**src/rtl/bcd_time_keeper_pkg.sv**
```systemverilog
// rtl/bcd_time_keeper_pkg.sv - shared state type, BCD limits and BCD helper functions
package bcd_time_keeper_pkg;

    typedef enum logic [1:0] {
        ST_RUN   = 2'd0,
        ST_SET_H = 2'd1,
        ST_SET_M = 2'd2,
        ST_SET_S = 2'd3
    } set_state_e;

    localparam logic [7:0] SEC_MAX = 8'h59;
    localparam logic [7:0] MIN_MAX = 8'h59;
    localparam logic [7:0] HR_MAX  = 8'h23;

    function automatic logic [7:0] bcd_next(input logic [7:0] v, input logic [7:0] max);
        if (v == max) begin
            return 8'h00;
        end else if (v[3:0] >= 4'd9) begin
            return {v[7:4] + 4'd1, 4'd0};
        end else begin
            return {v[7:4], v[3:0] + 4'd1};
        end
    endfunction

    // With both nibbles <= 9 a raw byte compare orders BCD values correctly.
    function automatic logic bcd_in_range(input logic [7:0] v, input logic [7:0] max);
        return (v[7:4] <= 4'd9) && (v[3:0] <= 4'd9) && (v <= max);
    endfunction

    // Returns {pm, hh_12} for a 24h BCD hour.
    function automatic logic [8:0] to_12h(input logic [7:0] h);
        case (h)
            8'h00:   return {1'b0, 8'h12};
            8'h12:   return {1'b1, 8'h12};
            8'h13:   return {1'b1, 8'h01};
            8'h14:   return {1'b1, 8'h02};
            8'h15:   return {1'b1, 8'h03};
            8'h16:   return {1'b1, 8'h04};
            8'h17:   return {1'b1, 8'h05};
            8'h18:   return {1'b1, 8'h06};
            8'h19:   return {1'b1, 8'h07};
            8'h20:   return {1'b1, 8'h08};
            8'h21:   return {1'b1, 8'h09};
            8'h22:   return {1'b1, 8'h10};
            8'h23:   return {1'b1, 8'h11};
            default: return {1'b0, h};
        endcase
    endfunction

endpackage

```
**src/rtl/bcd_time_keeper_counter.sv**
```systemverilog
// rtl/bcd_time_keeper_counter.sv - two-digit BCD modulo counter with load and clear
module bcd_mod_counter
    import bcd_time_keeper_pkg::*;
#(
    parameter logic [7:0] MAX = 8'h59
) (
    input  logic       clk,
    input  logic       rst,
    input  logic       inc,
    input  logic       clr,
    input  logic       ld,
    input  logic [7:0] d,
    output logic [7:0] q,
    output logic       carry
);

    logic [7:0] q_q;
    logic [7:0] q_d;

    always_comb begin
        q_d = q_q;
        if (ld) begin
            q_d = d;
        end else if (clr) begin
            q_d = 8'h00;
        end else if (inc) begin
            q_d = bcd_next(q_q, MAX);
        end
    end

    always_ff @(posedge clk) begin
        if (rst) begin
            q_q <= 8'h00;
        end else begin
            q_q <= q_d;
        end
    end

    assign q     = q_q;
    assign carry = inc && (q_q == MAX);

endmodule

```
**src/rtl/bcd_time_keeper.sv**
```systemverilog
// rtl/bcd_time_keeper.sv - HH:MM:SS BCD time keeper with set FSM, checked load, 12/24h display
// Optional alarm when BCD_TIME_KEEPER_ALARM_EN is defined.
module bcd_time_keeper
    import bcd_time_keeper_pkg::*;
#(
    parameter int TICK_DIV = 50000,
    parameter int CNT_W    = 16
) (
    input  logic       clk,
    input  logic       rst,
    input  logic       ld,
    input  logic [7:0] d_h,
    input  logic [7:0] d_m,
    input  logic [7:0] d_s,
    input  logic       set,
    input  logic       add,
    input  logic       mode_12h,
    output logic [7:0] hh,
    output logic [7:0] mm,
    output logic [7:0] ss,
    output logic       pm,
    output logic [1:0] setting,
    output logic       sec_tick,
    output logic       day_carry,
    output logic       ld_err
`ifdef BCD_TIME_KEEPER_ALARM_EN
    ,
    input  logic [7:0] alarm_h,
    input  logic [7:0] alarm_m,
    input  logic       alarm_arm,
    input  logic       alarm_ack,
    output logic       alarm
`endif
);

    localparam logic [CNT_W-1:0] TICK_LAST = CNT_W'(TICK_DIV - 1);

    set_state_e       state_q, state_d;
    logic [CNT_W-1:0] presc_q, presc_d;
    logic [7:0]       hr_q, min_q, sec_q;
    logic             hr_carry, min_carry, sec_carry;
    logic             ld_ok, ld_take, set_ev, add_ev, running, tick;
    logic [8:0]       disp_12h;

    assign ld_ok   = bcd_in_range(d_h, HR_MAX) && bcd_in_range(d_m, MIN_MAX)
                     && bcd_in_range(d_s, SEC_MAX);
    assign ld_take = ld && ld_ok;
    // Any load, accepted or not, swallows a coincident set or add.
    assign set_ev  = set && !ld;
    assign add_ev  = add && !ld;
    assign running = (state_q == ST_RUN);
    assign tick    = !rst && !ld && running && !set && (presc_q == TICK_LAST);

    always_comb begin
        presc_d = presc_q;
        if (ld) begin
            if (ld_ok) begin
                presc_d = '0;
            end
        end else if (!running || set) begin
            presc_d = '0;
        end else if (presc_q == TICK_LAST) begin
            presc_d = '0;
        end else begin
            presc_d = presc_q + CNT_W'(1);
        end
    end

    always_comb begin
        state_d = state_q;
        if (ld_take) begin
            state_d = ST_RUN;
        end else if (set_ev) begin
            case (state_q)
                ST_RUN:   state_d = ST_SET_H;
                ST_SET_H: state_d = ST_SET_M;
                ST_SET_M: state_d = ST_SET_S;
                default:  state_d = ST_RUN;
            endcase
        end
    end

    always_ff @(posedge clk) begin
        if (rst) begin
            state_q <= ST_RUN;
            presc_q <= '0;
        end else begin
            state_q <= state_d;
            presc_q <= presc_d;
        end
    end

    bcd_mod_counter #(.MAX(SEC_MAX)) u_sec (
        .clk   (clk),
        .rst   (rst),
        .inc   (tick),
        .clr   (add_ev && (state_q == ST_SET_S)),
        .ld    (ld_take),
        .d     (d_s),
        .q     (sec_q),
        .carry (sec_carry)
    );

    // sec_carry only exists in RUN, so an add in SET_M cannot ripple into hours.
    bcd_mod_counter #(.MAX(MIN_MAX)) u_min (
        .clk   (clk),
        .rst   (rst),
        .inc   (sec_carry || (add_ev && (state_q == ST_SET_M))),
        .clr   (1'b0),
        .ld    (ld_take),
        .d     (d_m),
        .q     (min_q),
        .carry (min_carry)
    );

    bcd_mod_counter #(.MAX(HR_MAX)) u_hr (
        .clk   (clk),
        .rst   (rst),
        .inc   ((sec_carry && min_carry) || (add_ev && (state_q == ST_SET_H))),
        .clr   (1'b0),
        .ld    (ld_take),
        .d     (d_h),
        .q     (hr_q),
        .carry (hr_carry)
    );

    assign disp_12h  = to_12h(hr_q);
    assign hh        = mode_12h ? disp_12h[7:0] : hr_q;
    assign pm        = mode_12h && disp_12h[8];
    assign mm        = min_q;
    assign ss        = sec_q;
    assign setting   = state_q;
    assign sec_tick  = tick;
    assign day_carry = sec_carry && min_carry && hr_carry;
    assign ld_err    = ld && !ld_ok && !rst;

`ifdef BCD_TIME_KEEPER_ALARM_EN
    logic       alarm_q, alarm_d;
    logic [7:0] hr_after;
    logic       alarm_hit;

    // Alarm targets HH:MM:00, so only a tick rolling seconds over can match.
    assign hr_after  = (min_q == MIN_MAX) ? bcd_next(hr_q, HR_MAX) : hr_q;
    assign alarm_hit = tick && (sec_q == SEC_MAX)
                       && (bcd_next(min_q, MIN_MAX) == alarm_m) && (hr_after == alarm_h);

    always_comb begin
        alarm_d = alarm_q;
        if (alarm_ack || !alarm_arm) begin
            alarm_d = 1'b0;
        end else if (alarm_hit) begin
            alarm_d = 1'b1;
        end
    end

    always_ff @(posedge clk) begin
        if (rst) begin
            alarm_q <= 1'b0;
        end else begin
            alarm_q <= alarm_d;
        end
    end

    assign alarm = alarm_q;
`endif

endmodule

```
**config.mk**
```make
export PLATFORM = sky130hd
export DESIGN_NAME = bcd_time_keeper
export DESIGN_NICKNAME = d
export VERILOG_FILES = /design/src/rtl/bcd_time_keeper_pkg.sv /design/src/rtl/bcd_time_keeper_counter.sv /design/src/rtl/bcd_time_keeper.sv
export SDC_FILE = /design/constraint.sdc
export NUM_CORES = 1
export LEC_CHECK = 0
export ABC_AREA = 0
export BUFFER_PORTS_ARGS = -buffer_cell sky130_fd_sc_hd__buf_2
export CORE_MARGIN = 3
export CORE_UTILIZATION = 45
export CTS_BUF_LIST = sky130_fd_sc_hd__clkbuf_8
export DETAILED_ROUTE_END_ITERATION = 12
export GPL_ROUTABILITY_DRIVEN = 0
export PLACE_DENSITY_LB_ADDON = 0.25
export RECOVER_POWER = 100
export SYNTH_ARGS = -nofsm -noshare
export SYNTH_HDL_FRONTEND = slang
export SYNTH_HIERARCHICAL = 1
export SYNTH_SLANG_ARGS = --single-unit
```
**constraint.sdc**
```tcl
create_clock -name clk -period 6.93 [get_ports clk]
set_clock_uncertainty 0.1 [all_clocks]
set_input_delay 0.3465 -clock clk [delete_from_list [all_inputs] [get_ports clk]]
set_output_delay 0.3465 -clock clk [all_outputs]
set_load 0.02 [all_outputs]
```
After elaboration in Yosys (flattened, before gate mapping)
Index checks and enable logic that the tools add are counted.
W data, S select, Z words.

operators by class
  add/sub/neg operators = 7
  $lt $le $gt $ge = 12
  equal/unequal tests = 19
  mux-type cells = 20
  reduce and logical (&&, ||, !) cells = 46

operator list
  kind                     count
  $pmux W9 S13             1
  $mux W8                  14
  $eq A8 B5 Y1 const B     8
  $mux W16                 4
  $eq A8 B6 Y1 const B     4
  $logic_and A1 B1 Y1      26
  $add A4 B1 Y4 const B    6
  $le A4 B4 Y1 const B     6
  $add A16 B1 Y16 const B  1
  $eq A16 B16 Y1 const B   1
  $eq A8 B7 Y1 const B     2
  $le A8 B7 Y1 const B     2
  $ge A4 B4 Y1 const B     3
  $reduce_bool A3 Y1       3
  $le A8 B6 Y1 const B     1
  $logic_not A8 Y1         1
  $pmux W2 S3              1
  $reduce_and A2 Y1        3
  $logic_not A1 Y1         5
  $eq A2 B2 Y1 const B     2
  $reduce_bool A2 Y1       2
  $reduce_bool A4 Y1       1
  $logic_or A1 B1 Y1       3
  $eq A2 B1 Y1 const B     1
  3 further kinds          3

word-level totals
  register bits after elaboration = 42
  input bits = 30
  word-level logic and storage cells = 112

Logic depth before layout (Yosys ltp)
  depth after elaboration = 12
  gate-level depth with buffers = 18
  mapped depth without buffers = 15

Hierarchy
Netlist, hierarchy kept.

by module, submodules not included
  module                       instances  cells an instance  area an instance (µm²)
  bcd_time_keeper              1          195                1522.7
  bcd_mod_counter (u_min ...)  2          70                 574.3
  bcd_mod_counter (u_hr)       1          72                 578.1

Worst setup path before layout
Ideal clock, no wire load.

  kind = register to output
  from = reg presc_q[0]
  to = out day_carry
  data arrival time = 3743 ps
  data required time = 6483 ps
  slack = 2740 ps
  stages on the path, launching flop included = 18
  path buffers = 4
  cell sequence = dfxtp_1 > ha_1 > and4b_2 > nand4_2 > clkbuf_1 > nor2_1 > clkbuf_1 > inv_1 > nor2_1 > a21o_1 > clkbuf_1 > inv_1 > nor2_1 > a22o_1 > clkbuf_1 > nand4_1 > inv_1 > and3_1

on the way
  longest elaborated chain between the ends = 9

ends and longest elaborated chain
  element                 line                           text
  start, declared         bcd_time_keeper.sv:39          logic [CNT_W-1:0] presc_q, presc_d;
  start signal, assigned  bcd_time_keeper.sv:89          presc_q <= presc_d;
  $eq A16 B16 Y1          bcd_time_keeper.sv:52          assign tick = !rst && !ld && running && !set && (presc_q == TICK_LAST);
  $logic_and A1 B1 Y1     bcd_time_keeper.sv:52
  via sec_tick            bcd_time_keeper.sv:23          output logic sec_tick,
  $logic_and A1 B1 Y1     bcd_time_keeper_counter.sv:40  assign carry = inc && (q_q == MAX);
  via sec_carry           bcd_time_keeper.sv:41          logic hr_carry, min_carry, sec_carry;
  $logic_or A1 B1 Y1      bcd_time_keeper.sv:108         .inc (sec_carry || (add_ev && (state_q == ST_SET_M))),
  $logic_and A1 B1 Y1     bcd_time_keeper_counter.sv:40
  via min_carry           bcd_time_keeper.sv:41
  $logic_and A1 B1 Y1     bcd_time_keeper.sv:119         .inc ((sec_carry && min_carry) || (add_ev && (state_q == ST_SET_H))),
  $logic_or A1 B1 Y1      bcd_time_keeper.sv:119
  $logic_and A1 B1 Y1     bcd_time_keeper_counter.sv:40
  via hr_carry            bcd_time_keeper.sv:41
  $logic_and A1 B1 Y1     bcd_time_keeper.sv:134         assign day_carry = sec_carry && min_carry && hr_carry;
  end, declared           bcd_time_keeper.sv:24          output logic day_carry,

The timed path passes the listed nets, and every way through them passes these cells.

Worst setup path in the final report
  from = reg presc_q[0]
  to = out day_carry

on the way
  longest elaborated chain between the ends = 9

ends and longest elaborated chain
  element              line
  $eq A16 B16 Y1       bcd_time_keeper.sv:52
  $logic_and A1 B1 Y1  bcd_time_keeper.sv:52
  $logic_and A1 B1 Y1  bcd_time_keeper_counter.sv:40
  via sec_carry        bcd_time_keeper.sv:41
  $logic_or A1 B1 Y1   bcd_time_keeper.sv:108
  $logic_and A1 B1 Y1  bcd_time_keeper_counter.sv:40
  via min_carry        bcd_time_keeper.sv:41
  $logic_and A1 B1 Y1  bcd_time_keeper.sv:119
  $logic_or A1 B1 Y1   bcd_time_keeper.sv:119
  $logic_and A1 B1 Y1  bcd_time_keeper_counter.sv:40
  via hr_carry         bcd_time_keeper.sv:41
  $logic_and A1 B1 Y1  bcd_time_keeper.sv:134

The timed path passes the listed nets, and every way through them passes these cells.

==> results.ini <==
[status]
violations=max-capacitance violations, max-slew violations
status=finished with violations

[sta]
drv_slew=18
worst_pin_slew_ns=1.92
fin_crit_sh_pct=72.7
min_period_ns=5.04
relSlewSlack_pct=-29.1
clock.fmax_mhz=199
setup_tns_ns=0
finalSetupViolCount=0
rsz0062_at_grt=no
hold_viol=0

[place]
io_buffers=59
hpwl_um=5850

[power]
cellLeakagePower_nw=1.31
p_total_w=0.000487
p_per_area_nw_per_um2=134
vdd_drop_max_v=0.0000941

[global_route]
grt_use_total_pct=19.0
antenna_found_initial=0
grt.overflow.total=0
grt_pass1_vias=2942
grt_max_degree=32
grt_pass1_wl_um=13500

[floorplan]
rows=30
start_util_pct=47.0
dieArea_um2=8280
core_area_um2=6910
chipWidth_um=91.0
ioPinCount=60
die_y_um=91.0

[drt]
first_pass_iters=4
drc=0
ant_nets=0
drt_wl_total_um=8100
viasPerCell=5.71
vias=3174
dr_wl_met3_um=405
top_layer=met4
wl_met1_um=3850
drt-initial-drc-count=164
routedWlPerCell_um=14.6
wl_met2_um=3770

[clock_network]
cts_setup_buffers=0
post_cts_resized=0
cts_hold_buffers=0
worstSkewPairLatency_ns=0.29
cts_buffers=5
clockBufferDepth=2
cts_tree=done
clk_pin_slew_worst_paths_ns=0.08
cts-root-buf=clkbuf_8
cts_sinks=42
cts.htree.levels=2

[synth]
netlist_area_um2=3250
ys_seq_area_share_pct=25.9
ys_warn_count=6
ys_types=71
avgSynthCellArea_um2=7.98
synthFlopType=dfxtp_1
synth-edff-count=0
synth-seq-cells=42
postSynthCellCount=407
ys_async_sr_fraction_pct=0

[critical_path]
cp.arrival_ns=4.59
cp-startpoint=presc_q[0]$_SDFFE_PP0P_
rrSetupSlack_ns=2.54
cp-start-kind=flip-flop
critPathCapture=day_carry
end_kind=output port
timing.rr.start=presc_q[0]$_SDFFE_PP0P_
cp_max_fo=19
r2r_end=u_hr/q[5]$_SDFFE_PP0P_
worstSetupPathType=reg2out
ff2ff_path_depth=13
crit_required_ns=6.48

[finish]
drive_gt1_share_pct=14.8
antenna_cells=0
layout.nets=509
syn_to_final_growth_pct=11.5

[worst_hold_path]
min_path_type=in2reg

[flow_run]
max_cap_violations=1

critical path, cell delays in order (launching register included):
cell and delay, ns:
dfxtp_1 0.39, ha_1 0.27, and4b_2 0.26, nand4_1 0.60, nor2_1 0.74, inv_1 0.12, nor2_1 0.26, a21o_1 0.28
inv_1 0.09, nor2_1 0.14, a22o_1 0.35, nand4_1 0.29, inv_1 0.10, and3_1 0.15, clkbuf_1 0.24
flip-flops by register name (all words and copies together), names as in the netlist:
| register | flops |
|---|---|
| presc_q | 16 |
| setting | 2 |
| u_hr/q | 8 |
| u_min/q | 8 |
| u_sec/q | 8 |
cell usage after synthesis, drive strengths merged (8+ instances only):
cell type	count	area, um2
o21ai	16	83.8
a21oi	28	144
nor3	9	45.0
a31oi	17	106
o211ai	8	65.1
nand3	20	105
nand4	17	128
inv	43	161
ha	20	250
clkbuf	18	77.6
nor4	8	50.1
nand2	21	78.8
nor2	19	71.3
dfxtp	42	841
how the worst min path moves through the flow:
stage / startpoint / to / depth (start not counted)
floorplan: rst / setting[0]$_SDFFE_PP0P_ / 1
global placement: presc_q[0]$_SDFFE_PP0P_ / presc_q[0]$_SDFFE_PP0P_ / 1
detailed placement: presc_q[1]$_SDFFE_PP0P_ / presc_q[1]$_SDFFE_PP0P_ / 2
CTS: d_s[0] / u_sec/q[0]$_SDFFE_PP0P_ / 3
global route: d_m[0] / u_min/q[0]$_SDFFE_PP0P_ / 3
finish: d_m[0] / u_min/q[0]$_SDFFE_PP0P_ / 3
cells by family (layout without fill, tap and decap cells):
family                     Yosys count  after routing  synth area share (%)
other                                1             10                 0.115
and+or+nand+nor                    152            152                  29.8
buffers and inverters               68            112                  8.86
muxes                                6              6                  1.89
adders and majority gates           20             20                  7.70
xor gates and xnor gates             7              7                  1.89
AOI/OAI and AO/OA                  111            111                  23.8
DFF                                 42             42                  25.9
placed cells by master, fill, tap and decap left out, types with 5 or more instances in the layout:
cell type / n
conb_1: 10
mux2i_1: 5
nor4b_1: 5
buf_2: 30
nor2_1: 19
inv_1: 45
o21ai_0: 16
clkbuf_8: 5
a31oi_1: 17
nor4_1: 8
dfxtp_1: 42
ha_1: 20
o22ai_1: 7
o211ai_1: 7
clkbuf_1: 29
nand3_1: 19
nand4_1: 16
a21oi_1: 27
nand2_1: 21
nor3_1: 8
area by class of cell:
type / instances / area, um2
Clock buffer: 5 / 68.8
Inverter: 43 / 161
Sequential cell: 42 / 841
Clock inverter: 3 / 37.5
Tap cell: 96 / 120
Fill cell: 716 / 3280
Timing Repair Buffer: 61 / 274
Multi-Input combinational cell: 306 / 2120
metal layers:
layer / GRT usage [%] / vias up
li1: - / 1619
met4: 4.15 / 0
met1: 24.6 / 1461
met2: 33.0 / 81
met5: 0 / -
met3: 3.23 / 13
per-stage QoR:
stage / utilization [%] / hold slack [ns] / instance area, um2 / setup WS, ns / cells
floorplan: - / 0.316 / 3280 / 2.74 / 416
global placement: 52.1 / 0.392 / 3600 / 2.65 / 548
detailed placement: 52.1 / 0.396 / 3600 / 2.53 / 548
CTS: 53.6 / 0.188 / 3700 / 2.19 / 556
global route: 52.5 / 0.191 / 3620 / 1.53 / 556
finish: 52.5 / 0.197 / 3620 / 1.89 / 556
where the power goes:
group          switching, W  total [W]  leakage [nW]  internal, W
clock network     0.0000843   0.000189        0.0607     0.000105
registers        0.00000479   0.000249         0.339     0.000244
logic             0.0000302  0.0000488         0.906    0.0000187
Power figures use the tool's default switching activity.
